<file path="config.mk">
export PLATFORM = sky130hd
export DESIGN_NAME = control_palabras
export DESIGN_NICKNAME = d
export VERILOG_FILES = /design/src/rtl/palabras_pkg.sv /design/src/rtl/fifo_palabras.sv /design/src/rtl/control_palabras.sv
export SDC_FILE = /design/constraint.sdc
export NUM_CORES = 1
export LEC_CHECK = 0
export BUFFER_PORTS_ARGS = -buffer_cell sky130_fd_sc_hd__buf_4
export CAP_MARGIN = 30
export CORE_MARGIN = 2
export CORE_UTILIZATION = 54
export CTS_BUF_LIST = sky130_fd_sc_hd__clkbuf_4
export CTS_CLUSTER_SIZE = 8
export DETAILED_ROUTE_END_ITERATION = 12
export PLACE_DENSITY_LB_ADDON = 0.08
export SYNTH_ARGS = -nofsm -noshare
export SYNTH_HDL_FRONTEND = slang
export SYNTH_SLANG_ARGS = --single-unit
</file>
<file path="constraint.sdc">
create_clock -name clk -period 3.3 [get_ports clk]
set_input_delay 0.33 -clock clk [delete_from_list [all_inputs] [get_ports clk]]
set_output_delay 0.33 -clock clk [all_outputs]
set_load 0.005 [all_outputs]
</file>
<file path="src/rtl/palabras_pkg.sv">
// Shared types and defaults for the UART word-framing controller.
`default_nettype none

package palabras_pkg;

  typedef enum logic [0:0] {
    IDLE  = 1'b0,
    CARGA = 1'b1
  } estado_t;

  localparam logic [7:0] SYNC_DEF    = 8'hA5;
  localparam int         TIMEOUT_DEF = 1000;

  // Timer must be able to hold the full timeout value.
  function automatic int ancho_timer(input int ciclos);
    return $clog2(ciclos + 1);
  endfunction

endpackage

`default_nettype wire

</file>
<file path="src/rtl/fifo_palabras.sv">
// Two-entry word FIFO. The head register stays put when the FIFO drains,
// so dato_out keeps the last word delivered.
`default_nettype none

module fifo_palabras #(
  parameter int ANCHO = 64
) (
  input  logic             clk,
  input  logic             rst,
  input  logic             push,
  input  logic [ANCHO-1:0] dato_in,
  input  logic             pop,
  output logic [ANCHO-1:0] dato_out,
  output logic             vacio,
  output logic             lleno
);

  logic [ANCHO-1:0] cab_q, cab_d;
  logic [ANCHO-1:0] col_q, col_d;
  logic [1:0]       n_q, n_d;
  logic             pop_ok;
  logic             push_ok;

  always_comb begin
    cab_d   = cab_q;
    col_d   = col_q;
    n_d     = n_q;
    pop_ok  = pop && (n_q != 2'd0);
    push_ok = push && ((n_q != 2'd2) || pop_ok);

    unique case ({push_ok, pop_ok})
      2'b10: begin
        if (n_q == 2'd0) cab_d = dato_in;
        else             col_d = dato_in;
        n_d = n_q + 2'd1;
      end
      2'b01: begin
        if (n_q == 2'd2) cab_d = col_q;
        n_d = n_q - 2'd1;
      end
      2'b11: begin
        if (n_q == 2'd1) begin
          cab_d = dato_in;
        end else begin
          cab_d = col_q;
          col_d = dato_in;
        end
      end
      default: ;
    endcase
  end

  always_ff @(posedge clk or negedge rst) begin
    if (!rst) begin
      cab_q <= '0;
      col_q <= '0;
      n_q   <= 2'd0;
    end else begin
      cab_q <= cab_d;
      col_q <= col_d;
      n_q   <= n_d;
    end
  end

  assign dato_out = cab_q;
  assign vacio    = (n_q == 2'd0);
  assign lleno    = (n_q == 2'd2);

endmodule

`default_nettype wire

</file>
<file path="src/rtl/control_palabras.sv">
// UART receive framing: waits for a sync byte, assembles PALABRAS bytes
// little-endian into one word and queues it for the accelerator core.
`default_nettype none

module control_palabras
  import palabras_pkg::*;
#(
  parameter int         PALABRAS       = 8,
  parameter int         TIMEOUT_CICLOS = TIMEOUT_DEF,
  parameter logic [7:0] SYNC_BYTE      = SYNC_DEF
) (
  input  logic                  clk,
  input  logic                  rst,
  input  logic [7:0]            dato,
  input  logic                  rx_flat,
  output logic [PALABRAS*8-1:0] palabra,
  output logic                  palabra_valid,
  input  logic                  palabra_ready,
  output logic                  ocupado,
  output logic                  err_timeout,
  output logic                  err_overflow,
  output logic [15:0]           cnt_tramas
);

  localparam int AW    = PALABRAS * 8;
  localparam int IDX_W = (PALABRAS > 1) ? $clog2(PALABRAS) : 1;
  localparam int TW    = ancho_timer(TIMEOUT_CICLOS);

  estado_t          estado_q, estado_d;
  logic [IDX_W-1:0] idx_q, idx_d;
  logic [TW-1:0]    timer_q, timer_d;
  logic [AW-1:0]    asm_q, asm_d;
  logic             err_to_q, err_to_d;
  logic             err_of_q, err_of_d;
  logic [15:0]      cnt_q, cnt_d;

  logic [AW-1:0]    palabra_nueva;
  logic             push;
  logic             pop;
  logic             acepta;
  logic             vacio;
  logic             lleno;

  assign pop    = !vacio && palabra_ready;
  assign acepta = !lleno || pop;

  // Assembled word including the byte arriving this cycle, so the last
  // byte can be pushed without an extra cycle of latency.
  always_comb begin
    palabra_nueva = asm_q;
    for (int i = 0; i < PALABRAS; i++) begin
      if (idx_q == IDX_W'(i)) palabra_nueva[8*i +: 8] = dato;
    end
  end

  always_comb begin
    estado_d = estado_q;
    idx_d    = idx_q;
    timer_d  = timer_q;
    asm_d    = asm_q;
    cnt_d    = cnt_q;
    err_to_d = 1'b0;
    err_of_d = 1'b0;
    push     = 1'b0;

    unique case (estado_q)
      IDLE: begin
        if (rx_flat && (dato == SYNC_BYTE)) begin
          estado_d = CARGA;
          idx_d    = '0;
          timer_d  = '0;
        end
      end
      CARGA: begin
        if (rx_flat) begin
          asm_d   = palabra_nueva;
          timer_d = '0;
          if (idx_q == IDX_W'(PALABRAS - 1)) begin
            push     = 1'b1;
            estado_d = IDLE;
            idx_d    = '0;
            if (acepta) cnt_d    = cnt_q + 16'd1;
            else        err_of_d = 1'b1;
          end else begin
            idx_d = idx_q + IDX_W'(1);
          end
        end else if (timer_q == TW'(TIMEOUT_CICLOS - 1)) begin
          estado_d = IDLE;
          idx_d    = '0;
          timer_d  = '0;
          err_to_d = 1'b1;
        end else begin
          timer_d = timer_q + TW'(1);
        end
      end
      default: estado_d = IDLE;
    endcase
  end

  always_ff @(posedge clk or negedge rst) begin
    if (!rst) begin
      estado_q <= IDLE;
      idx_q    <= '0;
      timer_q  <= '0;
      asm_q    <= '0;
      cnt_q    <= 16'd0;
      err_to_q <= 1'b0;
      err_of_q <= 1'b0;
    end else begin
      estado_q <= estado_d;
      idx_q    <= idx_d;
      timer_q  <= timer_d;
      asm_q    <= asm_d;
      cnt_q    <= cnt_d;
      err_to_q <= err_to_d;
      err_of_q <= err_of_d;
    end
  end

  fifo_palabras #(
    .ANCHO (AW)
  ) u_fifo (
    .clk      (clk),
    .rst      (rst),
    .push     (push),
    .dato_in  (palabra_nueva),
    .pop      (palabra_ready),
    .dato_out (palabra),
    .vacio    (vacio),
    .lleno    (lleno)
  );

  assign palabra_valid = !vacio;
  assign ocupado       = (estado_q == CARGA);
  assign err_timeout   = err_to_q;
  assign err_overflow  = err_of_q;
  assign cnt_tramas    = cnt_q;

endmodule

`default_nettype wire

</file>
==> reports/summary.json, run 1 <==
{
  "final-hold-violation-count": 0,
  "run_status": "complete, no violations",
  "hold_class": "input port to flop",
  "grt.total_usage_pct": 22.3,
  "synthMuxAreaShare_pct": 9.14,
  "cts_buffer_depth": 3,
  "timing.critical_path.arrival_ns": 2.99,
  "nets": 1138,
  "synth.top_cell.area_share_pct": 55.4,
  "clkSinkCount": 226,
  "grt_first_pass_wirelength_um": 35900,
  "drv_slew": 0,
  "synth_xor_area_share_pct": 1.63,
  "routed-via-count": 7343,
  "post_drt_wl_per_cell_um": 15.3,
  "coreArea_um2": 18600,
  "drive_gt1_share_pct": 20.2,
  "ctsResizeCount": 0,
  "netlist_top_cells_area": "sky130_fd_sc_hd__dfrtp_1 55%, sky130_fd_sc_hd__mux2i_1 7.2%, sky130_fd_sc_hd__nand2_1 4.9%, sky130_fd_sc_hd__nor2_1 4.7%, sky130_fd_sc_hd__o31ai_1 4.2%",
  "synth_enable_flop_cells": 0,
  "depth_of_the_cts_h_tree": 2,
  "maxClockFrequency_mhz": 414,
  "worst-endpoint-required_ns": 3.87,
  "syn-num-nets": 1038,
  "placementRows": 50,
  "drt_pass1_iterations": 7,
  "timing_worst_setup_path_type": "flop to flop",
  "setup_viol": 0,
  "maximum_number_of_pins_on_one_net_before_global_route_repair": 111,
  "power.density_cell_area_nw_per_um2": 800,
  "cp_slowest_stage_delay_ns": 0.54,
  "slew_headroom_pct": 45.8,
  "worst_ir_drop_vdd_mv": 0.396,
  "drv_cap": 0,
  "worstPathMaxFanout": 11,
  "timing.critical_path.cells": "ha_1, ha_1, nand3_1, a211oi_2, and3_1, xor2_1",
  "simple_logic_cell_fraction_of_the_synthesized_area_pct": 16.5,
  "fp.dieH_um": 142,
  "gpl.final_weighted_congestion": 0.856,
  "cts.reportedPaths.clkPinSlew_ns": 0.07,
  "dp_hpwl_um": 13200,
  "cts_root_buf": "sky130_fd_sc_hd__clkbuf_4",
  "synth_compound_gate_area_share_pct": 11.9,
  "first_global_vias": 7010,
  "antenna_left": 0,
  "max_slew.worst_pin.slew_ns": 0.813,
  "synth_top_flop_cell": "sky130_fd_sc_hd__dfrtp_1",
  "detail_route.drc_violations": 0,
  "cts-buffers-inserted": 60,
  "timing.critical_path.from_type": "flop",
  "die_width_um": 142,
  "fin_worst_hold_slack_ns": 0.0420,
  "endpoint_type_of_the_worst_setup_path": "flop",
  "ys_ff_latch": 226,
  "syn_area_um2": 10200,
  "cp_common_cell": "sky130_fd_sc_hd__ha_1",
  "finClkSkew_ns": 0.0339,
  "layout.cells.most_common": "sky130_fd_sc_hd__dfrtp_1",
  "initial_core_util_pct": 54.8,
  "port_buffers": 95,
  "synth.yosys.warnings": 0,
  "pin_count": 96,
  "antenna_found_initial": 1,
  "syn2layout_area_growth_pct": 16.2,
  "synth-seq-area-share_pct": 55.4,
  "critPathSlowestCell": "sky130_fd_sc_hd__ha_1",
  "grt_setup_unrepaired": "false",
  "synth_adder_area_share_pct": 1.47,
  "layout_common_cells": "226 x sky130_fd_sc_hd__dfrtp_1, 133 x sky130_fd_sc_hd__nand2_1, 128 x sky130_fd_sc_hd__nor2_1",
  "postSynth.asyncResetShare_pct": 100,
  "floorplan.die_area_um2": 20000,
  "detailedRoute.firstIterationViolations": 422,
  "power.static_leakage_uw": 0.00589,
  "instance_count_of_the_mapped_netlist": 1014,
  "layout_worst_path_cycle_share_pct": 73.2,
  "postRouteWirelength_um": 21400,
  "ys_types": 47,
  "cts_tree": "yes",
  "finalWorstPathRequiredPeriod_ns": 2.42,
  "dominant_combinational_cell_family_by_area_after_synthesis": "simple AND/OR/NAND/NOR gates",
  "post_drt_via_cell_ratio": 5.26,
  "finalSetupTns_ns": 0,
  "global_route.overflow_total": 0,
  "post-synth-top-area-cell": "sky130_fd_sc_hd__dfrtp_1",
  "synth_area_per_cell_um2": 10.1,
  "worst_skew_pair.late_latency_ns": 0.69
}
## metal layers
metal,global-route usage [%],wire length [um],vias to the layer above
met5,0,0,-
met4,6.63,285,0
met3,4.25,807,24
met2,35.7,10200,143
met1,31.4,10100,3475
li1,-,-,3701
## cell usage after synthesis (12+ instances only)
cell	n
sky130_fd_sc_hd__dfrtp_1	226
sky130_fd_sc_hd__inv_1	16
sky130_fd_sc_hd__nor2_1	128
sky130_fd_sc_hd__ha_1	12
sky130_fd_sc_hd__mux2i_1	73
sky130_fd_sc_hd__o31ai_1	57
sky130_fd_sc_hd__nand3_1	15
sky130_fd_sc_hd__mux2_2	18
sky130_fd_sc_hd__a21oi_1	68
sky130_fd_sc_hd__clkbuf_1	39
sky130_fd_sc_hd__buf_2	25
sky130_fd_sc_hd__o21ai_0	64
sky130_fd_sc_hd__and2_1	59
sky130_fd_sc_hd__nand2_1	134
sky130_fd_sc_hd__xnor2_1	14
## power by group
group | internal [uW] | switching [uW]
clock | 1280 | 1110
combinational | 1440 | 1650
sequential | 3580 | 454
total | 6290 | 3210
## worst max-delay path: cells and delay by family (launching register included)
| family | cells | cell delay, ns |
|---|---|---|
| XOR/XNOR | 1 | 0.14 |
| adder cells (fa/ha/maj) | 2 | 0.76 |
| AO/OA/AOI/OAI | 1 | 0.45 |
| AND/OR/NAND/NOR | 2 | 0.60 |
| flip-flops | 1 | 0.39 |
## final cells by class
cell class / instances / area, um2
flip-flops and latches: 226 / 5660
well taps: 234 / 293
fillers: 1582 / 6770
multi-input cells: 698 / 4200
repair buffers: 112 / 903
inverters: 16 / 60.1
diodes: 1 / 2.50
clock inverters: 15 / 61.3
clock buffers: 93 / 698
## stage by stage
step	util [%]	setup slack [ns]	cells	area, um2	power [uW]
6_report	63.7	0.883	1395	11900	9500
5_1_grt	63.7	0.651	1395	11900	10300
3_5_place_dp	59.5	0.886	1284	11100	7210
4_1_cts	63.7	0.852	1394	11900	9650
2_1_floorplan	-	1.38	1014	10200	6110
3_3_place_gp	59.5	0.981	1284	11100	7110
## logic make-up (layout without fill, tap and decap cells)
logic type                 count (synthesis)  in the layout
xor gates and xnor gates                  19             19
buffers and inverters                     90            236
other                                      0              1
and+or+nand+nor                          373            373
AOI/OAI and AO/OA                        203            203
adders and majority gates                 12             12
muxes                                     91             91
DFF                                      226            226
## flip-flops by register name (all words and copies together) (netlist names)
register and cells:
cnt_tramas 16, u_fifo.dato_out 64, u_fifo.n_q 2, ocupado 1, timer_q 10, asm_q 64, err_overflow 1, u_fifo.col_q 64
idx_q 3, err_timeout 1
## final timing paths
| kind | from | endpoint | slack, ns | cells after the start |
|---|---|---|---|---|
| min | dato[0] | asm_q[56]$_DFFE_PN0P_ | 0.04 | 2 |
| max reg2reg | idx_q[0]$_DFFE_PN0P_ | cnt_tramas[6]$_DFFE_PN0P_ | 0.88 | 6 |
| max in group asynchronous | rst | asm_q[47]$_DFFE_PN0P_ | 2.23 | 3 |
| min reg2reg | cnt_tramas[15]$_DFFE_PN0P_ | cnt_tramas[15]$_DFFE_PN0P_ | 0.47 | 1 |
| min in group asynchronous | rst | cnt_tramas[10]$_DFFE_PN0P_ | 0.24 | 2 |
| max | idx_q[0]$_DFFE_PN0P_ | cnt_tramas[6]$_DFFE_PN0P_ | 0.88 | 6 |
## repair_timing
item                      4_1_cts  5_1_grt
hold endpoints to repair       78        0
hold buffers                    2        0
setup buffers                   0        0
(Power assumes the default switching activity.)
==> run 2, diff against run 1 <==
--- a/config.mk
+++ b/config.mk
@@ -5,6 +5,7 @@
 export SDC_FILE = /design/constraint.sdc
 export NUM_CORES = 1
 export LEC_CHECK = 0
+export ABC_AREA = 1
 export BUFFER_PORTS_ARGS = -buffer_cell sky130_fd_sc_hd__buf_4
 export CAP_MARGIN = 30
 export CORE_MARGIN = 2
==> constraint.sdc (replaced) <==
create_clock -name clk -period 2.5 [get_ports clk]
set_input_delay 0.25 -clock clk [delete_from_list [all_inputs] [get_ports clk]]
set_output_delay 0.25 -clock clk [all_outputs]
set_load 0.005 [all_outputs]
==> reports/summary.json, run 2 <==
{
  "cts_tree": "yes",
  "antenna_found_initial": {"value": 1, "change": "unchanged"},
  "syn-num-nets": {"value": 1246, "change": "+20%"},
  "max_slew.worst_pin.slew": {"value": 0.966, "unit": "ns", "change": "+0.153 ns"},
  "synth.top_cell.area_share": {"value": 54.1, "unit": "%", "change": "-1.3 points"},
  "ys_ff_latch": {"value": 226, "change": "unchanged"},
  "coreArea": {"value": 18800, "unit": "um2", "change": "+1.0%"},
  "worst_skew_pair.late_latency": {"value": 0.67, "unit": "ns", "change": "-0.02 ns"},
  "synth-seq-area-share": {"value": 54.1, "unit": "%", "change": "-1.3 points"},
  "post_drt_wl_per_cell": {"value": 14.4, "unit": "um", "change": "-6.4%"},
  "postRouteWirelength": {"value": 23400, "unit": "um", "change": "+9.4%"},
  "hold_class": "input port to flop",
  "depth_of_the_cts_h_tree": {"value": 2, "change": "unchanged"},
  "antenna_left": {"value": 0, "change": "unchanged"},
  "fin_worst_hold_slack": {"value": 0.0659, "unit": "ns", "change": "+0.0239 ns"},
  "finish.utilization": {"value": 63.8, "unit": "%", "change": "+0.15 points"},
  "floorplan.die_area": {"value": 20500, "unit": "um2", "change": "+2.3%"},
  "fp.dieH": {"value": 143, "unit": "um", "change": "+1.2%"},
  "stdcell_area": {"value": 12000, "unit": "um2", "change": "+1.2%"},
  "post_drt_via_cell_ratio": {"value": 5.14, "change": "-2.3%"},
  "instance_count_of_the_mapped_netlist": {"value": 1222, "change": "+21%"},
  "final-hold-violation-count": {"value": 0, "change": "unchanged"},
  "cts_setup_buffers": {"value": 0, "change": "unchanged"},
  "layout.cells.most_common": "sky130_fd_sc_hd__nand2_1",
  "synthMostInstantiatedCell": "sky130_fd_sc_hd__nand2_1",
  "drive_gt1_share": {"value": 18.2, "unit": "%", "change": "-2.0 points"},
  "drv_cap": {"value": 0, "change": "unchanged"},
  "post-synth-top-area-cell": "sky130_fd_sc_hd__dfrtp_1",
  "layout_common_cells": "460 x sky130_fd_sc_hd__nand2_1, 226 x sky130_fd_sc_hd__dfrtp_1, 121 x sky130_fd_sc_hd__o21ai_0",
  "cts_buffer_depth": {"value": 3, "change": "unchanged"},
  "grt_setup_unrepaired": "false",
  "netlist_top_cells_area": "sky130_fd_sc_hd__dfrtp_1 54%, sky130_fd_sc_hd__nand2_1 17%, sky130_fd_sc_hd__o21ai_0 5.8%, sky130_fd_sc_hd__o211ai_1 4.6%, sky130_fd_sc_hd__o21ai_2 2.8%",
  "placed_area": {"value": 11300, "unit": "um2", "change": "+1.7%"},
  "global_route.overflow_total": {"value": 0, "change": "unchanged"},
  "nets": {"value": 1356, "change": "+19%"},
  "ctsResizeCount": {"value": 0, "change": "unchanged"},
  "sequential_cell_area": {"value": 5660, "unit": "um2", "change": "unchanged"},
  "synth_top_flop_cell": "sky130_fd_sc_hd__dfrtp_1",
  "ys_types": {"value": 28, "change": "-40%"},
  "cts-buffers-inserted": {"value": 58, "change": "-3.3%"},
  "routed-via-count": {"value": 8381, "change": "+14%"},
  "multiInputGateArea": {"value": 4120, "unit": "um2", "change": "-1.8%"},
  "maxClockFrequency": {"value": 465, "unit": "MHz", "change": "+13%"},
  "die_width": {"value": 143, "unit": "um", "change": "+1.2%"},
  "endpoint_type_of_the_worst_setup_path": "flop",
  "timing.critical_path.arrival": {"value": 2.68, "unit": "ns", "change": "-0.31 ns"},
  "initial_core_util": {"value": 55.6, "unit": "%", "change": "+0.76 points"},
  "worst_ir_drop_vdd": {"value": 0.471, "unit": "mV", "change": "+19%"},
  "postSynth.asyncResetShare": {"value": 100, "unit": "%", "change": "unchanged"},
  "timing.critical_path.from_type": "flop",
  "slew_headroom": {"value": 35.6, "unit": "%", "change": "-10 points"},
  "dp_hpwl": {"value": 15000, "unit": "um", "change": "+13%"},
  "finalSetupTns": {"value": 0, "unit": "ns", "change": "unchanged"},
  "timing_worst_setup_path_type": "flop to flop",
  "syn_area": {"value": 10500, "unit": "um2", "change": "+2.4%"},
  "worstPathMaxFanout": {"value": 28, "change": "+17"},
  "detail_route.drc_violations": {"value": 0, "change": "unchanged"},
  "worst-endpoint-required": {"value": 3.03, "unit": "ns", "change": "-0.84 ns"},
  "run_status": "complete, no violations",
  "detailedRoute.firstIterationViolations": {"value": 721, "change": "+71%"},
  "drt_pass1_iterations": {"value": 7, "change": "unchanged"},
  "maximum_number_of_pins_on_one_net_before_global_route_repair": {"value": 114, "change": "+2.7%"},
  "grt.total_usage": {"value": 24.2, "unit": "%", "change": "+1.8 points"},
  "finClkSkew": {"value": 0.0274, "unit": "ns", "change": "-0.00647 ns"},
  "synth.yosys.warnings": {"value": 0, "change": "unchanged"},
  "placementRows": {"value": 50, "change": "unchanged"},
  "first_global_vias": {"value": 8039, "change": "+15%"},
  "synth_area_per_cell": {"value": 8.56, "unit": "um2", "change": "-15%"},
  "cts.reportedPaths.clkPinSlew": {"value": 0.07, "unit": "ns", "change": "about the same"},
  "grt_first_pass_wirelength": {"value": 39800, "unit": "um", "change": "+11%"},
  "pin_count": {"value": 96, "change": "unchanged"},
  "clkSinkCount": {"value": 226, "change": "unchanged"},
  "power.static_leakage": {"value": 0.00616, "unit": "uW", "change": "+4.7%"},
  "syn2layout_area_growth_pct": 14.9,
  "fillerInstances": {"value": 1689, "change": "+6.8%"},
  "post_cts_hold_buffer_count": {"value": 3, "change": "+1"},
  "gpl.final_weighted_congestion": {"value": 0.852, "change": "-0.55%"},
  "setup_viol": {"value": 0, "change": "unchanged"},
  "synthTopCellsByCount": "460 x sky130_fd_sc_hd__nand2_1, 226 x sky130_fd_sc_hd__dfrtp_1, 121 x sky130_fd_sc_hd__o21ai_0, 67 x sky130_fd_sc_hd__inv_1, 64 x sky130_fd_sc_hd__o211ai_1",
  "cts_root_buf": "sky130_fd_sc_hd__clkbuf_4",
  "power.density_cell_area": {"value": 1070, "unit": "nW/um2", "change": "+33%"},
  "finalWorstPathRequiredPeriod": {"value": 2.15, "unit": "ns", "change": "-0.269 ns"},
  "layout_worst_path_cycle_share": {"value": 85.9, "unit": "%", "change": "+13 points"},
  "drv_slew": {"value": 0, "change": "unchanged"},
  "synth_enable_flop_cells": {"value": 0, "change": "unchanged"},
  "port_buffers": {"value": 95, "change": "unchanged"}
}
[run 2: cell count changes after synthesis, sizes merged, moves of 16 or more]
cell / before / now
nand2: 134 / 464
o21ai: 65 / 188
mux2i: 73 / 0
nor2: 128 / 64
o211ai: 1 / 64
and2: 59 / 0
o31ai: 57 / 0
inv: 16 / 70
a21oi: 68 / 29
clkbuf: 40 / 14
mux2: 18 / 0
buf: 34 / 50
[run 2: worst paths after layout]
kind / startpoint / endpoint / slack, ns / depth (start not counted)
worst max-delay path: idx_q[0]$_DFFE_PN0P_ / u_fifo.dato_out[11]$_DFFE_PN0P_ / 0.35 / 10
worst min-delay path: dato[7] / u_fifo.col_q[23]$_DFFE_PN0P_ / 0.07 / 3
worst max register to register: idx_q[0]$_DFFE_PN0P_ / u_fifo.dato_out[11]$_DFFE_PN0P_ / 0.35 / 10
worst min register to register: u_fifo.dato_out[63]$_DFFE_PN0P_ / u_fifo.dato_out[63]$_DFFE_PN0P_ / 0.48 / 2
max in group asynchronous: rst / u_fifo.dato_out[58]$_DFFE_PN0P_ / 1.59 / 3
min in group asynchronous: rst / asm_q[60]$_DFFE_PN0P_ / 0.10 / 2
[run 2: area by class of cell]
type / instances / share of cell area, %
Clock inverter: 4 / 0.125
Antenna cell: 1 / 0.0208
Tap cell: 260 / 2.71
Clock buffer: 92 / 5.75
Inverter: 70 / 2.19
Timing Repair Buffer: 114 / 7.87
Multi-Input combinational cell: 862 / 34.3
Sequential cell: 226 / 47.1
[run 2: cells by family after synthesis]
kind of cell / count (synthesis) / synth area share [%]
AOI/OAI and AO/OA: 284 / 16.4
buffers and inverters: 134 / 6.76
DFF: 226 / 54.1
xor gates and xnor gates: 8 / 0.670
and+or+nand+nor: 558 / 20.7
adders and majority gates: 12 / 1.44
[run 2: metrics by stage]
stage / std cells / worst slack, ns / power [uW]
after floorplan: 1222 / 0.802 / 8200
after global placement: 1529 / 0.489 / 9710
after detailed placement: 1529 / 0.399 / 9830
after CTS: 1628 / 0.371 / 13000
after global routing: 1629 / 0.133 / 13900
final: 1629 / 0.351 / 12800
[run 2: critical path: stages (launching register included)]
cell	delay [ns]
sky130_fd_sc_hd__dfrtp_1	0.40
sky130_fd_sc_hd__ha_1	0.23
sky130_fd_sc_hd__ha_1	0.19
sky130_fd_sc_hd__inv_1	0.07
sky130_fd_sc_hd__nor2_4	0.14
sky130_fd_sc_hd__nand2_1	0.10
sky130_fd_sc_hd__nand2_4	0.29
sky130_fd_sc_hd__buf_4	0.33
sky130_fd_sc_hd__nand2_1	0.09
sky130_fd_sc_hd__o211ai_1	0.10
sky130_fd_sc_hd__nand2_1	0.07
[run 2: report_power, final]
group	total, uW	switching (uW)	internal [uW]
Combinational	4460	2770	1690
Sequential	5300	619	4680
Clock	3060	1420	1640
Total	12800	4810	8010
[run 2: per-layer routing]
| metal | vias up | wire length, um | GRT usage [%] |
|---|---|---|---|
| li1 | 4242 | - | - |
| met1 | 3898 | 11600 | 36.5 |
| met2 | 206 | 10300 | 35.7 |
| met3 | 35 | 1170 | 4.06 |
| met4 | 0 | 401 | 7.71 |
| met5 | - | 0 | 0 |
